<file path="config.mk">
export PLATFORM = sky130hd
export DESIGN_NAME = branch_resolver_flat
export DESIGN_NICKNAME = d
export VERILOG_FILES = /design/src/rtl/branch_resolver_if.sv /design/src/rtl/branch_resolver.sv /design/src/flat_wrapper.sv
export SDC_FILE = /design/constraint.sdc
export NUM_CORES = 1
export LEC_CHECK = 0
export BUFFER_PORTS_ARGS = -buffer_cell sky130_fd_sc_hd__buf_4
export CORE_UTILIZATION = 40
export CTS_CLUSTER_DIAMETER = 200
export DETAILED_ROUTE_END_ITERATION = 10
export GPL_ROUTABILITY_DRIVEN = 0
export SLEW_MARGIN = 20
export SYNTH_ARGS = -nofsm -noshare
export SYNTH_HDL_FRONTEND = slang
export SYNTH_SLANG_ARGS = --single-unit
</file>
<file path="constraint.sdc">
create_clock -name clk -period 2.35 [get_ports clk]
set_input_delay 0.3525 -clock clk [delete_from_list [all_inputs] [get_ports clk]]
set_output_delay 0.3525 -clock clk [all_outputs]
set_load 0.01 [all_outputs]
</file>
<file path="src/rtl/branch_resolver_if.sv">
// Bundle of pipeline, predictor and statistics signals around the branch resolver.
// The resolver uses the slave modport; the pipeline/predictor side uses master.
interface branch_resolver_if #(
   parameter int CNT_W = 16
);
   logic             fetch_valid;
   logic             fetch_ready;
   logic             fetch_pred_valid;
   logic             fetch_pred;
   logic             resolve_valid;
   logic             resolve_taken;
   logic             mispredict;
   logic             flush;
   logic             request;
   logic             prediction;
   logic             result;
   logic             taken;
   logic [CNT_W-1:0] hit_count;
   logic [CNT_W-1:0] miss_count;
   logic             underflow_err;

   modport master (
      output fetch_valid, resolve_valid, resolve_taken, flush, prediction,
      input  fetch_ready, fetch_pred_valid, fetch_pred, mispredict, request,
             result, taken, hit_count, miss_count, underflow_err
   );

   modport slave (
      input  fetch_valid, resolve_valid, resolve_taken, flush, prediction,
      output fetch_ready, fetch_pred_valid, fetch_pred, mispredict, request,
             result, taken, hit_count, miss_count, underflow_err
   );
endinterface

</file>
<file path="src/rtl/branch_resolver.sv">
// Client-side controller for a 2-bit branch predictor: requests predictions at fetch,
// holds them in order until resolve, reports outcomes and keeps hit/miss statistics.
module branch_resolver #(
   parameter int DEPTH = 4,
   parameter int CNT_W = 16
) (
   input logic              clk,
   input logic              rst,
   branch_resolver_if.slave bus
);
   localparam int             PTR_W   = (DEPTH > 1) ? $clog2(DEPTH) : 1;
   localparam logic [PTR_W:0] DEPTH_L = (PTR_W+1)'(DEPTH);

   logic             fifo_p1 [DEPTH];
   logic [PTR_W-1:0] wr_ptr;
   logic [PTR_W-1:0] rd_ptr;
   logic [PTR_W:0]   count;
   logic [PTR_W:0]   occ;
   logic             vld_p1;
   logic [CNT_W-1:0] hit_q;
   logic [CNT_W-1:0] miss_q;
   logic             uf_q;

   logic             accept_p0;
   logic             push_p1;
   logic             pop;
   logic             miss_now;
   logic             resolve_empty;

   function automatic logic [CNT_W-1:0] sat_inc(input logic [CNT_W-1:0] v);
      return (&v) ? v : v + CNT_W'(1);
   endfunction

   // Stage p0: fetch accept and request to the predictor
   always_comb begin
      occ              = count + (PTR_W+1)'(vld_p1);
      bus.fetch_ready  = (occ < DEPTH_L) && !bus.flush;
      accept_p0        = bus.fetch_valid && bus.fetch_ready && !rst;
      bus.request      = accept_p0;
   end

   // Stage p1: prediction capture; a flush discards the returning bit
   always_comb begin
      push_p1              = vld_p1 && !bus.flush && !rst;
      bus.fetch_pred_valid = push_p1;
      bus.fetch_pred       = push_p1 && bus.prediction;
   end

   // Resolve: only entries already stored are resolvable, not a same-cycle capture
   always_comb begin
      pop            = bus.resolve_valid && (count != '0) && !bus.flush && !rst;
      resolve_empty  = bus.resolve_valid && (count == '0) && !bus.flush;
      miss_now       = pop && (fifo_p1[rd_ptr] != bus.resolve_taken);
      bus.result     = pop;
      bus.taken      = pop && bus.resolve_taken;
      bus.mispredict = miss_now;
      bus.hit_count     = hit_q;
      bus.miss_count    = miss_q;
      bus.underflow_err = uf_q;
   end

   always_ff @(posedge clk) begin
      if (rst) begin
         wr_ptr <= '0;
         rd_ptr <= '0;
         count  <= '0;
         vld_p1 <= 1'b0;
         hit_q  <= '0;
         miss_q <= '0;
         uf_q   <= 1'b0;
      end else if (bus.flush) begin
         wr_ptr <= '0;
         rd_ptr <= '0;
         count  <= '0;
         vld_p1 <= 1'b0;
      end else begin
         vld_p1 <= accept_p0;
         if (push_p1) wr_ptr <= wr_ptr + PTR_W'(1);
         if (pop) begin
            rd_ptr <= rd_ptr + PTR_W'(1);
            if (miss_now) miss_q <= sat_inc(miss_q);
            else          hit_q  <= sat_inc(hit_q);
         end
         count <= count + (PTR_W+1)'(push_p1) - (PTR_W+1)'(pop);
         if (resolve_empty) uf_q <= 1'b1;
      end
   end

   // Prediction storage carries no reset; occupancy is tracked by count
   always_ff @(posedge clk) begin
      if (push_p1) fifo_p1[wr_ptr] <= bus.prediction;
   end
endmodule

</file>
<file path="src/flat_wrapper.sv">
// flat-port wrapper written by rule: the top's interface ports become plain ports
module branch_resolver_flat 
#(
   parameter int DEPTH = 4,
   parameter int CNT_W = 16
)
  (clk, rst, bus_fetch_valid, bus_resolve_valid, bus_resolve_taken, bus_flush, bus_prediction, bus_fetch_ready, bus_fetch_pred_valid, bus_fetch_pred, bus_mispredict, bus_request, bus_result, bus_taken, bus_hit_count, bus_miss_count, bus_underflow_err);
  branch_resolver_if #(.CNT_W(CNT_W)) bus_i ();
  input logic clk;
  input logic rst;
  input wire logic [$bits(bus_i.fetch_valid)-1:0] bus_fetch_valid;
  input wire logic [$bits(bus_i.resolve_valid)-1:0] bus_resolve_valid;
  input wire logic [$bits(bus_i.resolve_taken)-1:0] bus_resolve_taken;
  input wire logic [$bits(bus_i.flush)-1:0] bus_flush;
  input wire logic [$bits(bus_i.prediction)-1:0] bus_prediction;
  output wire logic [$bits(bus_i.fetch_ready)-1:0] bus_fetch_ready;
  output wire logic [$bits(bus_i.fetch_pred_valid)-1:0] bus_fetch_pred_valid;
  output wire logic [$bits(bus_i.fetch_pred)-1:0] bus_fetch_pred;
  output wire logic [$bits(bus_i.mispredict)-1:0] bus_mispredict;
  output wire logic [$bits(bus_i.request)-1:0] bus_request;
  output wire logic [$bits(bus_i.result)-1:0] bus_result;
  output wire logic [$bits(bus_i.taken)-1:0] bus_taken;
  output wire logic [$bits(bus_i.hit_count)-1:0] bus_hit_count;
  output wire logic [$bits(bus_i.miss_count)-1:0] bus_miss_count;
  output wire logic [$bits(bus_i.underflow_err)-1:0] bus_underflow_err;
  assign bus_i.fetch_valid = bus_fetch_valid;
  assign bus_i.resolve_valid = bus_resolve_valid;
  assign bus_i.resolve_taken = bus_resolve_taken;
  assign bus_i.flush = bus_flush;
  assign bus_i.prediction = bus_prediction;
  assign bus_fetch_ready = bus_i.fetch_ready;
  assign bus_fetch_pred_valid = bus_i.fetch_pred_valid;
  assign bus_fetch_pred = bus_i.fetch_pred;
  assign bus_mispredict = bus_i.mispredict;
  assign bus_request = bus_i.request;
  assign bus_result = bus_i.result;
  assign bus_taken = bus_i.taken;
  assign bus_hit_count = bus_i.hit_count;
  assign bus_miss_count = bus_i.miss_count;
  assign bus_underflow_err = bus_i.underflow_err;
  branch_resolver #(.DEPTH(DEPTH), .CNT_W(CNT_W)) u_core (.clk(clk), .rst(rst), .bus(bus_i));
endmodule
</file>
After elaboration in Yosys (flattened, before gate mapping):

Memories as Yosys holds them, arrays and structs flattened. A register that Yosys moved wholly into a read port is not among the register bits.
Cells that the tools add are included.

* output and inout port bits: 40
* memories kept: 1
* RAM bits: 4
* input bits: 7
* register bits: 41

* reductions and logical operators: 23
* bitwise operators: 4
* multiplexer cells: 4
* equality and inequality tests: 1
* order comparisons: 1
* add/sub/neg operators: 7

Memories
* u_core.fifo_p1: depth 4, width 1, read ports 1, clocked after memory_dff 1, write ports 1, line branch_resolver.sv:14 `logic fifo_p1 [DEPTH];`

Operators with widths (count)
* 16-bit by 1-bit adder with 16-bit output (second input constant): 2
* 16-bit AND reduction: 2
* 1-bit logical AND: 13
* 4-bit AND reduction: 2
* 3-bit by 1-bit adder with 3-bit output: 2
* 2-bit by 1-bit adder with 2-bit output (second input constant): 2
* 2-bit two-way mux: 2
* 1-bit NOT: 4
* 3-bit logical NOT: 1
* 3-bit less-than comparator (second input constant): 1
* 3-bit nonzero test: 1
* 3-bit by 1-bit subtractor with 3-bit output: 1
* 1-bit logical NOT: 2
* 1-bit two-way mux: 2
* 2-bit AND reduction: 1
* 2-bit OR reduction: 1
* 1-bit != test: 1

Depth between registers and ports, before layout:

* depth after elaboration: 7
* depth in mapped cells: 11
* depth with buffers taken out: 10

Worst setup path after synthesis:

No wires, ideal clock.

* path type: reg-to-reg
* start: register u_core.count[1]
* end: register u_core.count[2]
* arrival: 2387 ps
* buffers on the path: 0
* clock period less this slack: 2507 ps
* cell stages (with the launch flop): 11
* data required time: 2229 ps
* slack: -157 ps
* cells stage by stage: dfxtp_1 -> or3_2 -> nand2_1 -> inv_1 -> ha_1 -> inv_1 -> ha_1 -> fa_1 -> xnor2_1 -> xnor2_1 -> nor2_1

* longest elaborated chain between the ends: 5
* elaborated cells on any way between the ends: 6
* those cells by class: 2 x add/sub; 4 x reduce/logical

RTL lines
* start: declaration: line branch_resolver.sv:17 `logic [PTR_W:0] count;`
* start signal: assignment: line branch_resolver.sv:84 `count <= count + (PTR_W+1)'(push_p1) - (PTR_W+1)'(pop);`
* 3-bit nonzero test: line branch_resolver.sv:51 `pop = bus.resolve_valid && (count != '0) && !bus.flush && !rst;`
* 1-bit logical AND (3 in a row): line branch_resolver.sv:51
* named net bus_result: line flat_wrapper.sv:21 `output wire logic [$bits(bus_i.result)-1:0] bus_result;`
* 3-bit by 1-bit subtractor with 3-bit output: line branch_resolver.sv:84

The timed path passes the listed nets, and every way through them passes these cells.
A chain may end at the register's enable or synchronous reset.

==> flow_summary.json <==
{
  "route.top_layer_used": "met4",
  "multi_input_area_sq_um": 1360,
  "drt.antenna.violating_nets": 0,
  "min-delay-start": "bus_prediction",
  "detailedRoute.firstPassIterationCount": 4,
  "die_width_microns": 79.4,
  "worst_ir_drop_vdd_mv": 0.277,
  "worst_hold_path.num_cells": 1,
  "routed-via-count": 1996,
  "ctsHtreeMaxLevel": 2,
  "number_of_antenna_violations_at_the_first_check_in_global_routing": 0,
  "timing.final.crit_share_pct": 94.8,
  "path_cells": "mux4_2 > xnor2_4 > buf_4 > nor2_1 > buf_4",
  "total_routed_wire_length_on_the_met1_layer_microns": 2450,
  "slew_headroom_pct": 67.7,
  "setup_tns_final_ps": 0,
  "ys_warn_count": 0,
  "core_region_area_sq_um": 5640,
  "synth.cell_area_sq_um": 2390,
  "holdPathEnd": "u_core.fifo_p1[3]$_DFFE_PP_",
  "synth_flop_cell": "sky130_fd_sc_hd__dfxtp_1",
  "first_global_vias": 1856,
  "worst_skew_pair.late_latency_ps": 300,
  "tritoncts_clock_tree": "yes",
  "final_period_minus_worst_setup_slack_ps": 2230,
  "worst_r2r_startpoint": "u_core.fifo_p1[2]$_DFFE_PP_",
  "synth.lib_cells_used.distinct": 45,
  "fillerInstances": 522,
  "fin_util_pct": 53.4,
  "critPathMaxStageDelay_ps": 560,
  "timing.critical_path.fanout_max": 7,
  "met3RoutedLength_microns": 193,
  "sequential_cell_area_sq_um": 981,
  "slew_viol_final": 0,
  "slew_at_the_pin_closest_to_its_max_slew_limit_ps": 481,
  "critPathCaptureType": "output port",
  "initialDrtViolationCount": 157,
  "cp_slowest_cell": "sky130_fd_sc_hd__mux4_2",
  "std_cell_rows": 27,
  "critPathRequiredTime_ps": 2000,
  "max_cap_violations": 0,
  "maxClockFrequency_mhz": 449,
  "syn2layout_area_growth_pct": 26.0,
  "die-height_microns": 79.4,
  "r2r.worst_path.cells": 5,
  "final-hold-violation-count": 0,
  "final_setup_skew_ps": 6.28,
  "register_to_register_path_setup_slack_ps": 170,
  "synth_fp_nets": 271,
  "power.leakage_nw": 1.24,
  "post_drt_via_cell_ratio": 5.18,
  "cts_buffer_depth": 2,
  "finalHoldWorstSlack_ps": 266,
  "yosys_register_bits": 47,
  "cts_made_buffers": 5,
  "numClockSinks": 47,
  "hpwl_microns": 3600,
  "drt-wirelength-per-cell_microns": 13.0,
  "regToRegEndpoint": "u_core.bus.miss_count[11]$_SDFFE_PP0P_",
  "crit_top_cell": "sky130_fd_sc_hd__buf_4",
  "gr-usage-all-layers_pct": 17.6,
  "post_route_cells_drive_above_1_share_pct": 28.1,
  "grt.overflow.total": 0,
  "die_outline_area_sq_um": 6300,
  "critical_path_class": "reg2out",
  "ys_seq_area_share_pct": 41.0,
  "synth-edff-count": 4,
  "detail_route.wirelength_microns": 5000,
  "largest_net_degree_at_the_start_of_global_routing": 44,
  "setup_repair_after_global_routing_missed_its_margin": "false",
  "remaining_drc_errors": 0,
  "post_synth_inst_count": 255,
  "status": "completed",
  "finalNetCount": 328,
  "clock_tree.root_cell": "sky130_fd_sc_hd__clkbuf_8",
  "met2WireLength_microns": 2290,
  "starting_utilization_of_the_core_area_pct": 42.4,
  "io_pins": 47,
  "syn-mean-instance-area_sq_um": 9.39,
  "portBuffers": 46,
  "power_per_cell_area_nw_per_um2": 497,
  "grt_first_pass_wirelength_microns": 8690,
  "worst_ep_arrival_time_ps": 1880,
  "final-setup-viol-count": 0,
  "clk_slew_on_worst_s_h_paths_ps": 90,
  "insertedDiodeCount": 0,
  "async_flop_share_pct": 0,
  "timing.critical_path.from_type": "flip-flop",
  "hold_path_class": "in2reg"
}
## cell usage after synthesis (all sizes together), types with 7 or more instances
cell type | n | area (sq um)
dfxtp | 43 | 861
nor2 | 37 | 139
xnor2 | 18 | 165
nand3 | 15 | 75.1
nor4 | 14 | 109
nand4 | 13 | 81.3
and3 | 11 | 68.8
nand2 | 11 | 41.3
inv | 9 | 33.8
ha | 8 | 100
mux2i | 8 | 80.1
clkbuf | 7 | 36.3
nor2b | 7 | 43.8
## report_power, final
part	leakage, nW	internal (W)	switching (W)	total (W)
Combinational	0.797	0.0000283	0.0000391	0.0000674
Sequential	0.383	0.000809	0.00000191	0.000811
Clock	0.0612	0.000345	0.000275	0.000620
## timing repair
item,CTS,global route
buffers inserted,0,0
hold buffers,0,0
resized for setup,0,2
endpoints found under the hold margin,0,0
endpoints found under the setup margin,0,2
## per-stage QoR
step	std cells	worst slack, ps	total power, W	area, sq um
detailed placement	377	65.6	0.000896	2880
floorplan	255	7.37	0.000869	2400
finish	385	122	0.00150	3020
global route	385	15.4	0.00155	3020
CTS	385	33.6	0.00151	3000
global placement	377	101	0.000895	2880
## worst max-delay path: cells and delay by family (launching register included)
family / cells / cell delay (ps)
xor gates and xnor gates: 1 / 250
and+or+nand+nor: 1 / 50
buffers and inverters: 2 / 340
DFF: 1 / 370
muxes: 1 / 560
## worst max-delay path by stage
stage	startpoint	to	slack, ps	cells after the start
after floorplan	u_core.count[1]$_SDFF_PP0_	u_core.count[2]$_SDFF_PP0_	7	10
after global placement	u_core.count[1]$_SDFF_PP0_	u_core.count[2]$_SDFF_PP0_	100	10
after detailed placement	u_core.count[1]$_SDFF_PP0_	u_core.count[2]$_SDFF_PP0_	70	10
after CTS	u_core.fifo_p1[2]$_DFFE_PP_	bus_mispredict	30	5
after global routing	u_core.fifo_p1[3]$_DFFE_PP_	bus_mispredict	20	5
final	u_core.fifo_p1[2]$_DFFE_PP_	bus_mispredict	120	5
## per-layer routing
metal  GRT usage (%)  vias up
li1                -     1018
met1            23.8      933
met2            27.5       39
met3            4.37        6
met4            4.91        0
met5               0        -
## layout make-up
cell class	instances	area share [%]
flip-flops and latches	47	32.5
clock buffers	6	2.74
clock inverters	2	1.16
repair buffers	58	14.4
well taps	72	2.99
multi-input cells	191	45.0
inverters	9	1.12
## registers in the layout (all words and copies together), names as in the netlist, named ones only
| signal | flops |
|---|---|
| u_core.rd_ptr | 2 |
| u_core.count | 3 |
| u_core.fifo_p1 | 4 |
| u_core.bus.miss_count | 16 |
| u_core.wr_ptr | 2 |
| u_core.bus.underflow_err | 1 |
| u_core.vld_p1 | 1 |
| u_core.bus.hit_count | 16 |
## logic make-up (layout without fill, tap and decap cells)
kind of cell | count (synthesis) | count (layout) | synth area share, %
multiplexers | 15 | 15 | 7.11
AO/OA/AOI/OAI | 8 | 8 | 1.93
adder cells (fa/ha/maj) | 9 | 9 | 5.02
buffers and inverters | 17 | 75 | 3.35
XOR/XNOR | 22 | 22 | 8.68
flip-flops | 47 | 47 | 41.0
AND/OR/NAND/NOR | 137 | 137 | 32.9
## layout by cell type (no fill, tap or decap), types with 3 or more instances in the layout
master | synthesis | final
sky130_fd_sc_hd__inv_1 | 9 | 8
sky130_fd_sc_hd__dfxtp_1 | 43 | 43
sky130_fd_sc_hd__buf_4 | 0 | 58
sky130_fd_sc_hd__nand2b_1 | 6 | 6
sky130_fd_sc_hd__mux2_2 | 5 | 5
sky130_fd_sc_hd__mux2i_1 | 8 | 8
sky130_fd_sc_hd__nand4_1 | 13 | 13
sky130_fd_sc_hd__xor2_1 | 3 | 3
sky130_fd_sc_hd__and2_1 | 3 | 3
sky130_fd_sc_hd__edfxtp_1 | 4 | 4
sky130_fd_sc_hd__clkbuf_8 | 1 | 6
sky130_fd_sc_hd__nand3_1 | 15 | 15
sky130_fd_sc_hd__nor2b_1 | 7 | 7
sky130_fd_sc_hd__and3_1 | 11 | 11
sky130_fd_sc_hd__ha_1 | 8 | 8
sky130_fd_sc_hd__nor4b_1 | 4 | 4
sky130_fd_sc_hd__nand2_1 | 11 | 10
sky130_fd_sc_hd__nor2_1 | 37 | 36
sky130_fd_sc_hd__xnor2_1 | 17 | 17
sky130_fd_sc_hd__nor4_1 | 12 | 12
sky130_fd_sc_hd__a21oi_1 | 4 | 4
No activity file was read; power rests on OpenSTA's default activity.
